File: config.mk
export PLATFORM = sky130hd
export DESIGN_NAME = led_scan_mux
export DESIGN_NICKNAME = d
export VERILOG_FILES = /design/src/rtl/led_scan_mux.sv
export SDC_FILE = /design/constraint.sdc
export NUM_CORES = 1
export LEC_CHECK = 0
export BUFFER_PORTS_ARGS = -buffer_cell sky130_fd_sc_hd__buf_2
export CORE_ASPECT_RATIO = 0.7
export CORE_MARGIN = 8
export CORE_UTILIZATION = 42
export DETAILED_ROUTE_END_ITERATION = 10
export SKIP_CTS_REPAIR_TIMING = 1
export SYNTH_ARGS = -nofsm -noshare
export SYNTH_HDL_FRONTEND = slang
export SYNTH_SLANG_ARGS = --single-unit
File: constraint.sdc
create_clock -name clk -period 2.5 [get_ports clk]
set_input_delay 0.5 -clock clk [delete_from_list [all_inputs] [get_ports clk]]
set_output_delay 0.5 -clock clk [all_outputs]
set_load 0.05 [all_outputs]
File: src/rtl/led_scan_mux.sv
// led_scan_mux
//    Time-multiplexes a packed array of 7-segment patterns onto a single
//    8-bit segment bus with a one-hot digit select. The array is copied
//    into a shadow register once per frame (LOAD), so an update to LED
//    never tears a frame that is already being scanned.
//
//    Build option: define SCAN_ACTIVE_LOW_EN to drive seg and dig_sel
//    inverted (common-anode boards). frame_done and busy stay active-high.
//
// Ports
//    clk         system clock, rising edge
//    rst         synchronous active-high reset
//    en          scan enable, sampled in IDLE and at frame end only
//    LED         per-digit pattern, bit0=a .. bit6=g, bit7=DP
//    seg         segment drive for the selected digit (registered)
//    dig_sel     one-hot digit select (registered)
//    frame_done  one-cycle pulse after the last digit of a frame
//    busy        high while a frame is in progress
//
// state | meaning
// IDLE  | outputs off, waiting for en
// LOAD  | capture LED into shadow, restart at digit 0
// SHOW  | digit idx lit for pDIV cycles
// BLANK | all digits off for pBLANK cycles (anti-ghosting)

module led_scan_mux #(
   parameter int pNO_LED = 8,
   parameter int pDIV    = 4,
   parameter int pBLANK  = 1
) (
   input  logic                    clk,
   input  logic                    rst,
   input  logic                    en,
   input  logic [pNO_LED-1:0][7:0] LED,
   output logic [7:0]              seg,
   output logic [pNO_LED-1:0]      dig_sel,
   output logic                    frame_done,
   output logic                    busy
);

`ifdef SCAN_ACTIVE_LOW_EN
   localparam logic INV = 1'b1;
`else
   localparam logic INV = 1'b0;
`endif

   localparam int MAXD = (pDIV > pBLANK) ? pDIV : pBLANK;
   localparam int IW   = $clog2(pNO_LED);
   localparam int CW   = $clog2(MAXD + 1);

   localparam logic [IW-1:0] LAST   = IW'(pNO_LED - 1);
   localparam logic [CW-1:0] DIV_LD = CW'(pDIV - 1);
   localparam logic [CW-1:0] BLK_LD = CW'(pBLANK - 1);

   typedef enum logic [1:0] {
      IDLE  = 2'd0,
      LOAD  = 2'd1,
      SHOW  = 2'd2,
      BLANK = 2'd3
   } state_t;

   state_t                  state, state_nxt;
   logic [IW-1:0]           idx, idx_nxt;
   logic [CW-1:0]           cnt, cnt_nxt;
   logic [pNO_LED-1:0][7:0] shadow;
   logic                    load;
   logic                    advance;
   logic                    done_nxt;
   logic [7:0]              seg_c;
   logic [pNO_LED-1:0]      dig_c;

   always_comb begin
      state_nxt = state;
      idx_nxt   = idx;
      cnt_nxt   = cnt;
      load      = 1'b0;
      advance   = 1'b0;
      done_nxt  = 1'b0;

      case (state)
         IDLE: begin
            if (en) state_nxt = LOAD;
         end
         LOAD: begin
            load      = 1'b1;
            idx_nxt   = '0;
            cnt_nxt   = DIV_LD;
            state_nxt = SHOW;
         end
         SHOW: begin
            // Dwell is a down-counter; terminal count is zero.
            if (cnt != '0) begin
               cnt_nxt = cnt - CW'(1);
            end else if (pBLANK > 0) begin
               cnt_nxt   = BLK_LD;
               state_nxt = BLANK;
            end else begin
               advance = 1'b1;
            end
         end
         BLANK: begin
            if (cnt != '0) cnt_nxt = cnt - CW'(1);
            else           advance = 1'b1;
         end
         default: state_nxt = IDLE;
      endcase

      if (advance) begin
         if (idx != LAST) begin
            idx_nxt   = idx + IW'(1);
            cnt_nxt   = DIV_LD;
            state_nxt = SHOW;
         end else begin
            // Frame end: en is only looked at here, so a frame never truncates.
            done_nxt  = 1'b1;
            idx_nxt   = '0;
            cnt_nxt   = '0;
            state_nxt = en ? LOAD : IDLE;
         end
      end
   end

   // Display drive decoded from the current state; registered below, so the
   // board sees a digit one cycle after the FSM enters SHOW.
   always_comb begin
      seg_c = {8{INV}};
      dig_c = {pNO_LED{INV}};
      if (state == SHOW) begin
         seg_c = shadow[idx] ^ {8{INV}};
         dig_c = ({{(pNO_LED-1){1'b0}}, 1'b1} << idx) ^ {pNO_LED{INV}};
      end
   end

   always_ff @(posedge clk) begin
      if (rst) begin
         state      <= IDLE;
         idx        <= '0;
         cnt        <= '0;
         shadow     <= '0;
         seg        <= {8{INV}};
         dig_sel    <= {pNO_LED{INV}};
         frame_done <= 1'b0;
         busy       <= 1'b0;
      end else begin
         state      <= state_nxt;
         idx        <= idx_nxt;
         cnt        <= cnt_nxt;
         if (load) shadow <= LED;
         seg        <= seg_c;
         dig_sel    <= dig_c;
         frame_done <= done_nxt;
         busy       <= (state_nxt != IDLE);
      end
   end

endmodule
### After elaboration in Yosys (flattened, before gate mapping)

Cells that the tools add are included.

| storage, ports and cells | value |
|---|---|
| bits in writable memories | 0 |
| logic and storage cells | 54 |
| latch bits | 0 |
| bits in registers | 90 |
| memory bits (read-only) | 0 |
| memories | 0 |

| cells by class | value |
|---|---|
| mux-type cells | 20 |
| order comparisons | 1 |
| multiply operators | 0 |
| shift-type cells | 1 |
| eq/ne operators | 5 |
| bitwise logic cells | 2 |
| reductions and logical operators | 8 |
| div/mod/pow operators | 0 |
| $add $sub $neg | 2 |

Operators with widths:

| kind | count |
|---|---|
| $bmux 8 s3 | 1 |
| $mux 3 | 6 |
| $mux 2 | 5 |
| $pmux 3 s3 | 1 |
| $mux 8 | 1 |
| $shl 1x3->8 const A | 1 |
| $ne 3x3->1 const B | 2 |
| $pmux 2 s3 | 1 |
| $mux 1 | 5 |
| $eq 2x2->1 const B | 2 |
| $lt 3x4->1 const B | 1 |
| $reduce_bool 2->1 | 2 |
| $reduce_bool 4->1 | 1 |
| $reduce_or 2->1 | 2 |
| $add 3x1->3 const B | 1 |
| $reduce_bool 3->1 | 1 |
| $sub 3x1->3 const B | 1 |
| $eq 2x1->1 const B | 1 |
| $logic_not 2->1 | 1 |
| $not 1->1 | 2 |
| $reduce_and 2->1 | 1 |

### Logic depth before layout (Yosys ltp)

| depth | value |
|---|---|
| word-level depth | 5 |
| depth in mapped cells | 6 |
| depth with buffers taken out | 6 |

### Worst setup path before layout

No wires, ideal clock.

| timing path | value |
|---|---|
| kind | register to register |
| from | register idx[0] |
| to | register seg[1] |
| stages on the path, launching flop included | 5 |
| data arrival time | 1.300 ns |
| clock period less this slack | 1.417 ns |
| library setup time | 0.117 ns |
| path slack | 1.083 ns |
| cell sequence | dfxtp_1 > buf_6 > buf_12 > mux4_2 > a22o_1 |

| on the way | value |
|---|---|
| word-level cells in the longest chain between the ends | 2 |

RTL lines:

| element | RTL line | RTL |
|---|---|---|
| from (decl) | 63 | `logic [IW-1:0] idx, idx_nxt;` |
| from (signal assigned) | 146 | `idx <= idx_nxt;` |
| $bmux 8 s3 | 129 | `seg_c = shadow[idx] ^ {8{INV}};` |
| $mux 8 (not written as such) | 129 |  |
| to (signal assigned) | 140 | `seg <= {8{INV}};` |
| to (signal assigned) | 149 | `seg <= seg_c;` |
| to (decl) | 35 | `output logic [7:0] seg,` |

No other way between the ends. The select of a mux whose other input is x is not followed.
A chain may end at the register's enable or synchronous reset.

### Worst setup path after layout

| timing path | value |
|---|---|
| from | register state[0] |
| to | register shadow[8] in the netlist's numbering |

| on the way | value |
|---|---|
| word-level cells in the longest chain between the ends | 2 |

RTL lines:

| element | RTL line | RTL |
|---|---|---|
| from (decl) | 62 | `state_t state, state_nxt;` |
| from (signal assigned) | 145 | `state <= state_nxt;` |
| $eq 2x1->1 | 80 | `case (state)` |
| $mux 1 | 80 |  |
| to (signal assigned) | 139 | `shadow <= '0;` |
| to (signal assigned) | 148 | `if (load) shadow <= LED;` |
| to (decl) | 65 | `logic [pNO_LED-1:0][7:0] shadow;` |

No other way between the ends.

==> metrics.log <==
[metrics] gr usage total: 14.7%
[metrics] share of cells above drive strength 1: 24.7%
[metrics] core outline area: about 8400 um2
[metrics] CTS tree: built
[metrics] Setup crit start kind: register
[metrics] Total Die Area: 11900 um2
[metrics] final total negative setup slack: 0 ns
[metrics] Synth area leader: sky130_fd_sc_hd__dfxtp_1
[metrics] Placement Rows: 28
[metrics] # Max-Cap Violations: 0
[metrics] normalized max-slew margin: between 60 and 70%
[metrics] arrival time at the worst endpoint: approximately 2 ns
[metrics] basic-gate share of the synthesized area counting and, or, nand and nor cells: between 10% and 20%
[metrics] clock tree root driver cell: sky130_fd_sc_hd__clkbuf_16
[metrics] initial drt markers: about 170
[metrics] post-layout util: a little over half
[metrics] Buffers & Inverters on Critical Path: 1
[metrics] vias in the first global route: between 2000 and 3000
[metrics] Hold Path Depth: 3
[metrics] count of flip-flops with a built-in enable after synthesis: 0
[metrics] last weighted congestion value of the routability-driven placer: between 0.7 and 0.8
[metrics] instance count of the mapped netlist: slightly below 400
[metrics] Final Hold Viols: 0
[metrics] xor and xnor area share after synthesis: 0%
[metrics] Fmax achieved: between 0.5 and 0.6 GHz
[metrics] async set or reset register ratio after synthesis: 0%
[metrics] worst flop-to-flop path endpoint: shadow[8]
[metrics] mux share of post-synthesis cell area: between 10% and 20%
[metrics] count of unresolved DRC violations after routing: 0
[metrics] count of unique library cells instantiated by Yosys: 32
[metrics] DRT Wirelength: roughly 8600 um
[metrics] slack of the worst reg-to-reg path: around 0.74 ns
[metrics] commonest cells in the synthesized netlist: sky130_fd_sc_hd__nand2_1, sky130_fd_sc_hd__dfxtp_1, sky130_fd_sc_hd__a21oi_1, sky130_fd_sc_hd__buf_2, sky130_fd_sc_hd__mux4_1
[metrics] clock-pin slew reported for the worst setup and hold paths after clock tree synthesis: 0.06 ns
[metrics] total number of yosys warnings: 0
[metrics] Primary FF master, synth: sky130_fd_sc_hd__dfxtp_1
[metrics] antenna cell count: 0
[metrics] number of fillers in the final layout: around 810
[metrics] highest cell delay on the worst timing path: 0.58 ns
[metrics] Leakage: approximately 1.8 nW
[metrics] sequence of cells on the critical path: nor2b_4 -> buf_12 -> nand2_1 -> a21oi_1
[metrics] worst-path fanout max: 43
[metrics] most used standard cell by instance count after synthesis: sky130_fd_sc_hd__nand2_1
[metrics] skew final: 0.00441 ns
[metrics] vias per inst: 5.04
[metrics] port buffer count: 84
[metrics] data required time at the worst endpoint: between 2 and 3 ns
[metrics] total of flip-flops plus latches after synthesis: 90
[metrics] R2R cell count: 4
[metrics] beginning of the worst hold path: LED[44]
[metrics] total number of nets in the final design: approximately 540
[metrics] H-tree Lvls: 3
[metrics] vias: between 2000 and 3000
[metrics] gate family responsible for the most delay along the worst path: simple AND/OR/NAND/NOR gates
[metrics] critical path start-end classification: reg -> reg
[metrics] startpoint of the worst register-to-register path: state[0]
[metrics] sinks on the clock net: 90
[metrics] maximum number of pins on one net before global-route repair: 55
[metrics] Worst Hold Class: in -> reg
[metrics] cell type of the slowest stage on the worst timing path: sky130_fd_sc_hd__dfxtp_1
[metrics] areal power density over the cells: 757 nW/um2
[metrics] global-route wire length before repair: between 10000 and 15000 um
[metrics] maximum vdd ir drop: slightly above 0.0004 V
[metrics] area growth from synthesis to layout: 21.7%
[metrics] compound-cell area share of the yosys netlist: 13.0%
[metrics] sort of element at the end of the critical path: register
[metrics] clock buffer depth: 2
[metrics] part of the Yosys area used for sequential elements: 49.8%
[metrics] wire length per cell: around 15 um
[metrics] I/O Pins: 85
[metrics] number of search-and-repair iterations in the first detailed-routing pass: 4
[metrics] effective utilization at floorplan: a little over two fifths
[metrics] Final HPWL DP: between 6000 and 7000 um
[metrics] Min-Delay Endpoint: shadow[44]
[metrics] largest family of logic cells by synthesized area: simple AND/OR/NAND/NOR gates
[metrics] share of Yosys cell area claimed by the top area cell type: 49.8%
[metrics] Post-Synth Adder-Cell Area: 2.42%
[metrics] Final Critical Period: between 1.5 and 2 ns
[metrics] final antenna-violating net count: 0
[metrics] RSZ-0062 raised after global routing: false
[metrics] GRT Residual Overflow: 0
[metrics] Final setup viols: 0
[metrics] worst-skew pair later-pin latency: 0.33 ns
[metrics] average cell area after synthesis: approximately 9 um2
[metrics] Max Slew Vio Count: 0
[metrics] die height: around 94 um
[metrics] antenna violations before repair: 0
[metrics] post-synthesis net count: 470
[metrics] period utilisation layout: 70.3%
[metrics] CTS buffer count: 9
[metrics] cell area after technology mapping: around 3600 um2
[metrics] Die W: approximately 130 um
[metrics] result of the run: complete, no violations
[metrics] Worst Max-Slew Pin Slew: approximately 0.54 ns
[metrics] cell types occupying the most area after synthesis: sky130_fd_sc_hd__dfxtp_1, sky130_fd_sc_hd__nand2_1, sky130_fd_sc_hd__a21oi_1, sky130_fd_sc_hd__mux4_1, sky130_fd_sc_hd__mux4_2
[per-stage QoR]
stage               setup slack (ns)  instances  power [mW]  cell area (um2)  hold WS, ns
floorplan                       1.08        396        1.88             3620        0.432
global placement               0.781        563        2.01             4100        0.439
detailed placement             0.771        563        2.01             4100        0.447
CTS                            0.724        578        3.37             4400        0.390
global route                   0.550        578        3.50             4400        0.390
finish                         0.741        578        3.33             4400        0.399
[power by group]
group | leakage, nW | internal, mW | switching (mW)
clock network | 0.152 | 0.849 | 0.507
logic | 0.911 | 0.167 | 0.233
registers | 0.732 | 1.52 | 0.0551
[metal layers]
metal	routed length [um]	share of wire [%]	vias to the layer above	global-route usage, %
li1	-	-	1486	-
met1	3980	46	1344	19.4
met2	3940	46	81	22.2
met3	613	7.2	2	5.61
met4	30	0.35	0	3.55
met5	0	0	-	0
[flip-flops by register name, indices dropped and copies added (netlist names)]
register    flops
seg             8
idx             3
dig_sel         8
shadow         64
state           2
frame_done      1
cnt             3
busy            1
[worst max path at each step]
| stage | from | end | slack (ns) | cells past startpoint |
|---|---|---|---|---|
| after floorplan | idx[0] | seg[1] | 1.08 | 4 |
| after global routing | state[0] | shadow[32] | 0.55 | 4 |
| final | state[0] | shadow[8] | 0.74 | 4 |
| after detailed placement | rst | frame_done | 0.77 | 3 |
| after CTS | state[0] | shadow[8] | 0.72 | 4 |
| after global placement | rst | frame_done | 0.78 | 3 |
[layout by cell type, fill, tap and decap left out, drive strengths merged, types with 2 or more instances in the layout]
cell    instances
a21oi          68
a22o            8
a31oi           2
and2            8
buf            91
clkbuf         13
dfxtp          90
ha              7
inv             6
mux4           16
nand2         134
nand3           2
nor2            8
nor2b           3
nor4            3
nor4b           2
o21ai           2
[layout make-up]
cell class	count	area [um2]	area share, %
Clock inverter	2	35.0	0.795
Multi-Input combinational cell	271	1650	37.4
Tap cell	105	131	2.98
Inverter	6	22.5	0.511
Timing Repair Buffer	91	498	11.3
Clock buffer	13	270	6.14
Sequential cell	90	1800	40.9
[kinds of logic (layout without fill, tap and decap cells)]
family                   Yosys count  after routing
multiplexers                      16             16
AO/OA/AOI/OAI                     85             85
AND/OR/NAND/NOR                  163            163
adder cells (fa/ha/maj)            7              7
flip-flops                        90             90
buffers and inverters             35            112
[worst min-delay path, cell delays in order]
cell and delay (ns):
sky130_fd_sc_hd__buf_2 0.09, sky130_fd_sc_hd__nand2_1 0.04, sky130_fd_sc_hd__a21oi_1 0.05
No activity file was read; power rests on OpenSTA's default activity.
